`config.mk`:
```
export PLATFORM = sky130hd
export DESIGN_NAME = aidc_lite_code_drain
export DESIGN_NICKNAME = d
export VERILOG_FILES = /design/src/rtl/aidc_lite_pkg.sv /design/src/rtl/aidc_lite_drain_bank.sv /design/src/rtl/aidc_lite_code_drain.sv
export SDC_FILE = /design/constraint.sdc
export NUM_CORES = 2
export LEC_CHECK = 0
export ABC_AREA = 1
export BUFFER_PORTS_ARGS = -buffer_cell sky130_fd_sc_hd__buf_2
export CAP_MARGIN = 20
export CORE_UTILIZATION = 49
export DETAILED_ROUTE_END_ITERATION = 10
export GPL_ROUTABILITY_DRIVEN = 0
export PLACE_DENSITY = 0.74
export SLEW_MARGIN = 10
export SYNTH_ARGS = -nofsm -noshare
export SYNTH_HDL_FRONTEND = slang
export SYNTH_SLANG_ARGS = --single-unit
```
`constraint.sdc`:
```
create_clock -name clk -period 4.9 [get_ports clk]
set_input_delay 0.735 -clock clk [delete_from_list [all_inputs] [get_ports clk]]
set_output_delay 0.735 -clock clk [all_outputs]
set_load 0.05 [all_outputs]
```
`src/rtl/aidc_lite_pkg.sv`:
```
// Shared constants and types for the AIDC-Lite code drain stage: word and
// block sizes, bank and drain-FSM state encodings, header field layout and a
// helper that builds the optional block header word.
package aidc_lite_pkg;

  localparam int AIDC_LITE_WORD_W    = 64;
  localparam int AIDC_LITE_BLK_WORDS = 8;

  // Header word layout: {zeros, seq[7:0], cnt[3:0]}
  localparam int HDR_CNT_LSB = 0;
  localparam int HDR_CNT_W   = 4;
  localparam int HDR_SEQ_LSB = 4;
  localparam int HDR_SEQ_W   = 8;

  typedef enum logic [1:0] {
    BANK_FREE   = 2'd0,
    BANK_FILL   = 2'd1,
    BANK_CLOSED = 2'd2,
    BANK_DRAIN  = 2'd3
  } bank_state_e;

  typedef enum logic [1:0] {
    DRN_IDLE = 2'd0,
    DRN_HDR  = 2'd1,
    DRN_DATA = 2'd2
  } drain_state_e;

  function automatic logic [AIDC_LITE_WORD_W-1:0] make_hdr(
    input logic [HDR_SEQ_W-1:0] seq,
    input logic [HDR_CNT_W-1:0] cnt
  );
    logic [AIDC_LITE_WORD_W-1:0] h;
    h = '0;
    h[HDR_CNT_LSB +: HDR_CNT_W] = cnt;
    h[HDR_SEQ_LSB +: HDR_SEQ_W] = seq;
    return h;
  endfunction

endpackage

```
`src/rtl/aidc_lite_drain_bank.sv`:
```
// One ping-pong bank: DEPTH x DATA_W word store, its lifecycle state and the
// high-water mark (hi) of the block being filled. When the bank leaves FILL,
// hi (including a write in that same cycle) is frozen into cnt.
module aidc_lite_drain_bank
  import aidc_lite_pkg::*;
#(
  parameter int DATA_W     = AIDC_LITE_WORD_W,
  parameter int DEPTH      = AIDC_LITE_BLK_WORDS,
  parameter bit RESET_FILL = 1'b0
) (
  input  logic                       clk,
  input  logic                       rst,
  input  logic                       wr_en,
  input  logic [$clog2(DEPTH)-1:0]   wr_addr,
  input  logic [DATA_W-1:0]          wr_data,
  input  logic                       cmd_fill,
  input  logic                       cmd_close,
  input  logic                       cmd_drain,
  input  logic                       cmd_free,
  input  logic [$clog2(DEPTH)-1:0]   rd_addr,
  output logic [1:0]                 state,
  output logic [$clog2(DEPTH):0]     blk_cnt,
  output logic [DATA_W-1:0]          rd_data
);

  localparam int AW = $clog2(DEPTH);
  localparam int CW = AW + 1;

  logic [DATA_W-1:0] mem [DEPTH];
  bank_state_e       st;
  logic [CW-1:0]     hi;
  logic [CW-1:0]     hi_nxt;
  logic [CW-1:0]     cnt;
  logic [CW-1:0]     wr_top;

  // High-water mark including a write landing this cycle.
  always_comb begin
    wr_top = CW'(wr_addr) + CW'(1);
    hi_nxt = hi;
    if (wr_en && (wr_top > hi)) hi_nxt = wr_top;
  end

  // Word store; contents are only meaningful below hi/cnt, so no reset.
  always_ff @(posedge clk) begin
    if (wr_en) mem[wr_addr] <= wr_data;
  end

  // Bank lifecycle and block size tracking; drain wins over close so a bank
  // closing straight into the drain stage skips CLOSED.
  always_ff @(posedge clk or posedge rst) begin
    if (rst) begin
      st  <= RESET_FILL ? BANK_FILL : BANK_FREE;
      hi  <= '0;
      cnt <= '0;
    end else begin
      if (cmd_drain)      st <= BANK_DRAIN;
      else if (cmd_close) st <= BANK_CLOSED;
      else if (cmd_fill)  st <= BANK_FILL;
      else if (cmd_free)  st <= BANK_FREE;

      if ((cmd_drain || cmd_close) && (st == BANK_FILL)) begin
        cnt <= hi_nxt;
        hi  <= '0;
      end else if (wr_en) begin
        hi <= hi_nxt;
      end
    end
  end

  // Read path bypasses a same-cycle write so a block can start draining on
  // the edge its last word arrives.
  always_comb begin
    state   = st;
    blk_cnt = (st == BANK_FILL) ? hi_nxt : cnt;
    rd_data = (wr_en && (wr_addr == rd_addr)) ? wr_data : mem[rd_addr];
  end

endmodule

```
`src/rtl/aidc_lite_code_drain.sv`:
```
// AIDC-Lite code drain: captures concatenator words into two ping-pong banks,
// closes a bank on the rising edge of done_i and drains closed banks, oldest
// first, as a valid/ready word stream with last and word-count sideband.
// Optional feature macro: AIDC_LITE_DRAIN_HDR_EN prefixes each block with a
// header word {52'd0, seq[7:0], cnt[3:0]}.
//
// Output handshake: a word transfers on a rising edge where m_valid_o and
// m_ready_i are both 1. Once m_valid_o is raised, m_valid_o, m_data_o,
// m_last_o and m_cnt_o hold until that transfer; m_valid_o never drops
// without a transfer. m_data_o/m_last_o hold their value while m_valid_o=0.
module aidc_lite_code_drain
  import aidc_lite_pkg::*;
#(
  parameter int DATA_W = AIDC_LITE_WORD_W,
  parameter int DEPTH  = AIDC_LITE_BLK_WORDS
) (
  input  logic                     clk,
  input  logic                     rst,
  input  logic                     valid_i,
  input  logic [$clog2(DEPTH)-1:0] addr_i,
  input  logic [DATA_W-1:0]        data_i,
  input  logic                     done_i,
  output logic                     m_valid_o,
  input  logic                     m_ready_i,
  output logic [DATA_W-1:0]        m_data_o,
  output logic                     m_last_o,
  output logic [$clog2(DEPTH):0]   m_cnt_o,
  output logic                     overrun_o,
  output logic                     busy_o
);

  localparam int AW = $clog2(DEPTH);
  localparam int CW = AW + 1;

`ifdef AIDC_LITE_DRAIN_HDR_EN
  localparam drain_state_e FIRST_ST = DRN_HDR;
`else
  localparam drain_state_e FIRST_ST = DRN_DATA;
`endif

  logic [1:0]        bank_st  [2];
  logic [CW-1:0]     bank_cnt [2];
  logic [DATA_W-1:0] bank_rd  [2];
  logic [1:0]        wr_en;
  logic [1:0]        cmd_fill;
  logic [1:0]        cmd_close;
  logic [1:0]        cmd_drain;
  logic [1:0]        cmd_free;
  logic [AW-1:0]     rd_addr;

  logic              done_d;
  logic              close_evt;
  logic              fill_valid;
  logic              fill_sel;
  logic              wr_ok;
  logic              close_ok;
  logic              ovr_set;

  drain_state_e      drn_st;
  drain_state_e      drn_nxt;
  logic              oldest;
  logic [AW-1:0]     rd_ptr;
  logic              beat;
  logic              blk_done;
  logic              nxt_bank;
  logic              nxt_ready;
  logic              start;
  logic [CW-1:0]     start_cnt;
  logic              hdr_beat;
`ifdef AIDC_LITE_DRAIN_HDR_EN
  logic [HDR_SEQ_W-1:0] seq;
`endif

  aidc_lite_drain_bank #(
    .DATA_W     (DATA_W),
    .DEPTH      (DEPTH),
    .RESET_FILL (1'b1)
  ) u_bank0 (
    .clk       (clk),
    .rst       (rst),
    .wr_en     (wr_en[0]),
    .wr_addr   (addr_i),
    .wr_data   (data_i),
    .cmd_fill  (cmd_fill[0]),
    .cmd_close (cmd_close[0]),
    .cmd_drain (cmd_drain[0]),
    .cmd_free  (cmd_free[0]),
    .rd_addr   (rd_addr),
    .state     (bank_st[0]),
    .blk_cnt   (bank_cnt[0]),
    .rd_data   (bank_rd[0])
  );

  aidc_lite_drain_bank #(
    .DATA_W     (DATA_W),
    .DEPTH      (DEPTH),
    .RESET_FILL (1'b0)
  ) u_bank1 (
    .clk       (clk),
    .rst       (rst),
    .wr_en     (wr_en[1]),
    .wr_addr   (addr_i),
    .wr_data   (data_i),
    .cmd_fill  (cmd_fill[1]),
    .cmd_close (cmd_close[1]),
    .cmd_drain (cmd_drain[1]),
    .cmd_free  (cmd_free[1]),
    .rd_addr   (rd_addr),
    .state     (bank_st[1]),
    .blk_cnt   (bank_cnt[1]),
    .rd_data   (bank_rd[1])
  );

  // done_d resets to 1 so a concatenator coming out of reset with done high
  // does not produce a spurious close.
  always_ff @(posedge clk or posedge rst) begin
    if (rst) done_d <= 1'b1;
    else     done_d <= done_i;
  end

  // Write steering, close qualification and overrun detection. A missing
  // fill bank is only an error once a write or close actually arrives.
  always_comb begin
    close_evt  = done_i & ~done_d;
    fill_valid = (bank_st[0] == BANK_FILL) | (bank_st[1] == BANK_FILL);
    fill_sel   = (bank_st[1] == BANK_FILL);
    wr_ok      = valid_i & fill_valid;
    close_ok   = close_evt & fill_valid & (bank_cnt[fill_sel] != '0);
    ovr_set    = (valid_i | close_evt) & ~fill_valid;
  end

  // Drain sequencing terms: the next block to drain is always the bank after
  // the one completing, and it may be closing on this very edge.
  always_comb begin
    beat      = m_valid_o & m_ready_i;
    blk_done  = (drn_st == DRN_DATA) & beat & m_last_o;
    nxt_bank  = oldest ^ blk_done;
    nxt_ready = (bank_st[nxt_bank] == BANK_CLOSED) |
                (close_ok & (fill_sel == nxt_bank));
    start     = ((drn_st == DRN_IDLE) | blk_done) & nxt_ready;
    start_cnt = bank_cnt[nxt_bank];
`ifdef AIDC_LITE_DRAIN_HDR_EN
    hdr_beat  = (drn_st == DRN_HDR) & beat;
`else
    hdr_beat  = 1'b0;
`endif
    rd_addr   = ((drn_st == DRN_DATA) && !m_last_o) ? (rd_ptr + AW'(1)) : '0;
  end

  // Bank commands. A bank freed while no other bank is filling (or while the
  // fill bank closes) goes straight back to FILL.
  always_comb begin
    for (int b = 0; b < 2; b++) begin
      wr_en[b]     = wr_ok & (fill_sel == b[0]);
      cmd_drain[b] = start & (nxt_bank == b[0]);
      cmd_close[b] = close_ok & (fill_sel == b[0]);
      cmd_free[b]  = blk_done & (oldest == b[0]);
      cmd_fill[b]  = (close_ok & (fill_sel != b[0]) & (bank_st[b] == BANK_FREE)) |
                     (cmd_free[b] & (~fill_valid | close_ok));
    end
  end

  // Drain FSM state register.
  always_ff @(posedge clk or posedge rst) begin
    if (rst) drn_st <= DRN_IDLE;
    else     drn_st <= drn_nxt;
  end

  // Drain FSM next-state.
  always_comb begin
    drn_nxt = drn_st;
    case (drn_st)
      DRN_IDLE: if (start) drn_nxt = FIRST_ST;
`ifdef AIDC_LITE_DRAIN_HDR_EN
      DRN_HDR:  if (beat) drn_nxt = DRN_DATA;
`endif
      DRN_DATA: if (blk_done) drn_nxt = start ? FIRST_ST : DRN_IDLE;
      default:  drn_nxt = DRN_IDLE;
    endcase
  end

  // Output register, read pointer, oldest-bank pointer and header sequence.
  always_ff @(posedge clk or posedge rst) begin
    if (rst) begin
      oldest    <= 1'b0;
      rd_ptr    <= '0;
      m_valid_o <= 1'b0;
      m_data_o  <= '0;
      m_last_o  <= 1'b0;
      m_cnt_o   <= '0;
`ifdef AIDC_LITE_DRAIN_HDR_EN
      seq       <= '0;
`endif
    end else begin
      oldest <= nxt_bank;
      if (start) begin
        m_valid_o <= 1'b1;
        m_cnt_o   <= start_cnt;
        rd_ptr    <= '0;
`ifdef AIDC_LITE_DRAIN_HDR_EN
        m_data_o  <= make_hdr(seq, start_cnt);
        m_last_o  <= 1'b0;
        seq       <= seq + 8'd1;
`else
        m_data_o  <= bank_rd[nxt_bank];
        m_last_o  <= (start_cnt == CW'(1));
`endif
      end else if (blk_done) begin
        m_valid_o <= 1'b0;
      end else if (beat) begin
        m_data_o <= bank_rd[oldest];
        if (hdr_beat) begin
          m_last_o <= (m_cnt_o == CW'(1));
        end else begin
          rd_ptr   <= rd_ptr + AW'(1);
          m_last_o <= ((CW'(rd_ptr) + CW'(2)) == m_cnt_o);
        end
      end
    end
  end

  // Sticky overrun flag, cleared only by reset.
  always_ff @(posedge clk or posedge rst) begin
    if (rst)          overrun_o <= 1'b0;
    else if (ovr_set) overrun_o <= 1'b1;
  end

  assign busy_o = (bank_st[0] == BANK_CLOSED) | (bank_st[0] == BANK_DRAIN) |
                  (bank_st[1] == BANK_CLOSED) | (bank_st[1] == BANK_DRAIN);

endmodule
```
Word-level counts from Yosys, hierarchy flattened --
Memory sizes are Yosys's and may differ from the RTL's. Cells that the tools add are included.
Word-level totals: bits in registers 98, memory bits (writable) 1024, memories 2, word-level logic and storage cells 156
Operators by class: muxes and demuxes 53, bitwise logic cells 41, magnitude comparators 5, reductions and logical operators 22, equality and inequality tests 15, add/sub/neg operators 3
Memories:
- u_bank0.mem | words 8, width 64, rd ports 1, clocked after memory_dff 0, wr ports 1, line aidc_lite_drain_bank.sv:29 | logic [DATA_W-1:0] mem [DEPTH];
- u_bank1.mem | words 8, width 64, rd ports 1, clocked after memory_dff 0, wr ports 1, line aidc_lite_drain_bank.sv:29
Operators by type and width (count):
- 64-bit two-way mux | 11
- 4-bit two-way mux | 14
- 2-bit two-way mux | 14
- 1-bit AND | 22
- 2-bit == test (second input constant) | 6
- 3-bit two-way mux | 4
- 4-bit nonzero test | 3
- 1-bit OR | 10
- 1-bit two-way mux | 9
- 4-bit > comparator | 2
- 2-bit nonzero test | 4
- 1-bit logical AND | 7
- 2-bit >= comparator (second input constant) | 3
- 2-bit zero test | 3
- 1-bit inverter with 2-bit output | 3
- 1-bit inverter | 5
- 3-bit by 1-bit adder with 4-bit output (second input constant) | 1
- 3-bit by 2-bit adder with 4-bit output (second input constant) | 1
- 2-bit by 1-bit == test with 1-bit output (second input constant) | 2
- 4-bit by 1-bit == test with 1-bit output (second input constant) | 1
- 4-bit == test | 1
- 2-bit != test (second input constant) | 2
- 2-bit case mux with 2 select lines | 1
- 2-bit AND reduction | 2
- 7 further kinds | 8

Depth between registers and ports, before layout --
depth in word-level cells 19, depth in mapped cells 24, gate-level depth less buffers 22

Cells and area by module --
From an unflattened synthesis, not the netlist that was laid out.
Second synthesis, totals: cell total of the unflattened synthesis 4487, area total of the unflattened synthesis 49583.8 µm²
Modules (own cells, without submodules):
- aidc_lite_drain_bank (u_bank0) | cells an instance 1831, area an instance 22034.9 µm², instances 1
- aidc_lite_drain_bank (u_bank1) | cells an instance 1831, area an instance 22033.6 µm², instances 1
- aidc_lite_code_drain | cells an instance 825, area an instance 5515.3 µm², instances 1

Worst setup path after synthesis --
No wires, ideal clock.
kind input to register, start input addr_i[2], end memory u_bank0.mem[0][0] (netlist name), enable pin, setup time 0.487 ns, slack 0.637 ns, arrival time 3.777 ns, stages on the path 4, cells stage by stage buf_2 -> inv_1 -> nand3_1 -> nor2_1
RTL lines:
- start, declared | line aidc_lite_code_drain.sv:20 | input logic [$clog2(DEPTH)-1:0] addr_i,
- end, declared | line aidc_lite_drain_bank.sv:29
Straight into the memory's write port.

Worst setup path after layout --
start input addr_i[0], end register m_data_o[47]
Between the ends: longest elaborated chain between the ends 15, elaborated cells between the ends (all ways) 34
RTL lines:
- 3-bit by 1-bit adder with 4-bit output | line aidc_lite_drain_bank.sv:38 | wr_top = CW'(wr_addr) + CW'(1);
- 4-bit > comparator | line aidc_lite_drain_bank.sv:40 | if (wr_en && (wr_top > hi)) hi_nxt = wr_top;
- 1-bit logical AND | line aidc_lite_drain_bank.sv:40
- 4-bit two-way mux | line aidc_lite_drain_bank.sv:40
- 4-bit two-way mux | line aidc_lite_drain_bank.sv:74 | blk_cnt = (st == BANK_FILL) ? hi_nxt : cnt;
- 4-bit two-way mux (implied by the code) (3 in series) | line aidc_lite_code_drain.sv:128 | close_ok = close_evt & fill_valid & (bank_cnt[fill_sel] != '0);
- 4-bit nonzero test | line aidc_lite_code_drain.sv:128
- 1-bit AND | line aidc_lite_code_drain.sv:128
- 1-bit AND | line aidc_lite_code_drain.sv:139 | (close_ok & (fill_sel == nxt_bank));
- 1-bit OR | line aidc_lite_code_drain.sv:138 | nxt_ready = (bank_st[nxt_bank] == BANK_CLOSED) |
- 1-bit AND | line aidc_lite_code_drain.sv:140 | start = ((drn_st == DRN_IDLE) | blk_done) & nxt_ready;
- 2-bit by 1-bit != test with 1-bit output (no line) / 2-bit nonzero test (equally long branches)
- 2-bit AND reduction (no line)
- end signal, assigned | line aidc_lite_code_drain.sv:205 | m_data_o <= bank_rd[nxt_bank];
- end signal, assigned | line aidc_lite_code_drain.sv:211 | m_data_o <= bank_rd[oldest];
- end, declared | line aidc_lite_code_drain.sv:25 | output logic [DATA_W-1:0] m_data_o,
Parallel ways exist; a longest one is shown, timed or not. The select of a mux whose other input is x is not followed. A chain may end at the register's enable or synchronous reset.

==> metrics.yaml <==
drtIter0Drc: 4410
synth_cell_type_count: 38
yosysMostFrequentCell: "nand2_1"
post_cts_buffers: 0
status: "finished with violations"
grt_use_met3: 0.0485
drt-pass1-iter-count: 11
cts_buffers: 112
power_density_nw_per_um2: 360
ant_nets: 0
die_x_um: 315
whs_path_depth: 1
wire_per_inst_um: 22.8
grt.busiest_layer: "met2"
ff_latch_area_sq_um: 33200
path_common_cell: "nand2_1"
drive_above_1_share: 0.0971
ys_seq_area_frac: 0.692
insertion_delay_ps: 690
portBuffers: 143
dieArea_sq_um: 99100
fillers: 7774
ctsHoldBuffers: 0
root_buffer: "clkbuf_16"
slowest_delay_ps: 840
core_sq_um: 96900
drc: 32
htreeDepth: 3
crit_path_top_delay_cell: "buf_4"
grt_antenna_before_repair: 14
synthTopCellsByArea: "edfxtp_1, nand2_1, dfrtp_1, nor2_1, o21ai_0"
path_buf_inv: 3
cts-resized-gates: 0
die_h_um: 315
synthTopCellsByCount: "nand2_1, edfxtp_1, nor2_1, o21ai_0, nand3_1"
vias: 34200
fmax_ghz: 0.275
overflow: 0
cap_violations: 0
hold_violations: 0
cts_max_path_buffers: 3
clk_pin_slew_ps: 60
min_from: "done_i"
worst_slew_pin_slew_ps: 1190
cts_tree: "done"
syn_to_final_growth_pct: 12.2
path_delay_family: "simple AND/OR/NAND/NOR gates"
rsz0062_at_grt: "false"
setup_violations: 0
r2r_end: "m_last_o"
worstSetupPathType: "input port to flop"
use_met1: 0.350
synth_nets: 4415
layout_setup_ws_ps: 1270
fin_crit_ps: 3630
grtUsageMet2: 0.424
reg2reg_depth: 13
pre_cts_ws_ps: 638
netlist_area_sq_um: 47900
cts.sinks: 1121
fin_nets: 4435
async_flop_share: 0.0865
whs_endpoint: "done_d"
violations: "design-rule violations"
multi_input_area_sq_um: 13200
grt_use_total: 0.261
maxSlewViolCount: 0
grt_max_degree: 207
relSlewSlack: 0.204
grt_pass1_vias: 32900
cp-start-kind: "input port"
crit_fanout: 65
hp-class: "input port to flop"
io-pin-count: 144
setup_tns_ps: 0
p_leak_nw: 20.2
reg2reg_from: "m_last_o"
critPathCaptureType: "flop"
required_ps: 5530
timing.reg2reg.setup_slack_ps: 1300
synth_edf_count: 1024
yosysWarnings: 0
period_share: 0.741
grt_first_pass_wirelength_mm: 197
synth_area_per_cell_sq_um: 11.1
rows: 114
synth_top_area_share: 0.641
cp.arrival_ps: 4260
synthFlopType: "edfxtp_1"
crit_chain: "buf_2, ha_1, xnor2_1, inv_1, ha_1, nand2_1, nor2_1, nor2_4, nand2_2, nand2_1, o21ai_1, or2_1, nand2_1, nand3_2, nand3_2, nand2_4, buf_4, nand3_1, nand2_1, nand2_1, nand2_1"
start_util: 0.495
wirelength_mm: 131
finalCoreUtilization: 0.555
syn_inst: 4330
vdd_ir_drop_max_mv: 0.266
hpwl_mm: 63.7
synth-seq-cells: 1121
synth.largest_area_cell: "edfxtp_1"
vias_per_cell: 5.96
fin_worst_skew_ps: 19.4
## cells in the final DEF (no fill, tap or decap), types with 12 or more instances in the layout
cell          n
nor2_1      398
o221ai_1    128
buf_12       30
buf_4        30
nand2_2      12
bufinv_16    12
inv_1       115
ha_1         12
clkbuf_1     23
edfxtp_1   1024
clkinv_1     23
a21oi_1      68
clkinv_2     23
nor2_4       20
buf_2       143
o21ai_1      31
clkbuf_16   114
dfrtp_1      93
o21ai_0     307
nand2_1    1287
o22ai_1      12
clkbuf_8     12
nand3_1     294
o211ai_1    183
## metal layers
layer	share of wire	vias to the layer above
li1	-	15300
met1	0.39	16500
met2	0.47	2004
met3	0.11	312
met4	0.032	12
met5	0.00050	-
## through the flow
step | hold slack [ps] | cells | power, mW | area (sq um)
2_1_floorplan | 442 | 4330 | 10.7 | 47900
3_3_place_gp | 463 | 5512 | 10.8 | 50000
3_5_place_dp | 470 | 5512 | 10.8 | 50000
4_1_cts | 130 | 5725 | 19.4 | 53800
5_1_grt | 142 | 5729 | 19.8 | 53800
6_report | 166 | 5731 | 19.4 | 53800
## power by group
| group | switching (mW) | total, mW | internal, mW |
|---|---|---|---|
| clock | 3.63 | 8.71 | 5.08 |
| combinational | 0.183 | 0.217 | 0.0340 |
| sequential | 0.000104 | 10.4 | 10.4 |
## state kept, by name, summed over array words and instances, names as in the netlist
| name | count |
|---|---|
| u_bank1.state | 2 |
| u_bank0.state | 2 |
| oldest | 1 |
| u_bank0.mem | 512 |
| overrun_o | 1 |
| u_bank0.cnt | 4 |
| m_data_o | 64 |
| u_bank0.hi | 4 |
| u_bank1.mem | 512 |
| u_bank1.cnt | 4 |
| m_valid_o | 1 |
| m_last_o | 1 |
| done_d | 1 |
| m_cnt_o | 4 |
| u_bank1.hi | 4 |
| rd_ptr | 3 |
| drn_st | 1 |
## worst max-delay path by stage
stage / startpoint / end / slack, ps / depth (start not counted)
after global placement: addr_i[0] / m_data_o[28] / 840 / 21
final: addr_i[0] / m_data_o[47] / 1270 / 21
after CTS: addr_i[0] / m_data_o[6] / 1360 / 21
after detailed placement: addr_i[0] / m_data_o[16] / 640 / 21
after floorplan: addr_i[2] / u_bank0.mem[0][0] / 640 / 4
after global routing: addr_i[0] / m_data_o[20] / 1060 / 21
## kinds of logic (layout without fill, tap and decap cells)
family,count (synthesis),after routing,synth area share
xor gates and xnor gates,10,10,0.00183
AOI/OAI and AO/OA,733,733,0.0966
other,0,6,0
DFF,1121,1121,0.692
adders and majority gates,13,13,0.00339
buffers and inverters,422,541,0.0366
and+or+nand+nor,2031,2031,0.169
## cell type report
type	instances	share of cell area
Antenna cell	6	0.000279
Clock buffer	149	0.0577
Clock inverter	64	0.0124
Inverter	125	0.00914
Multi-Input combinational cell	2787	0.245
Sequential cell	1121	0.617
Tap cell	1276	0.0297
Timing Repair Buffer	203	0.0287
(Power assumes the default switching activity.)
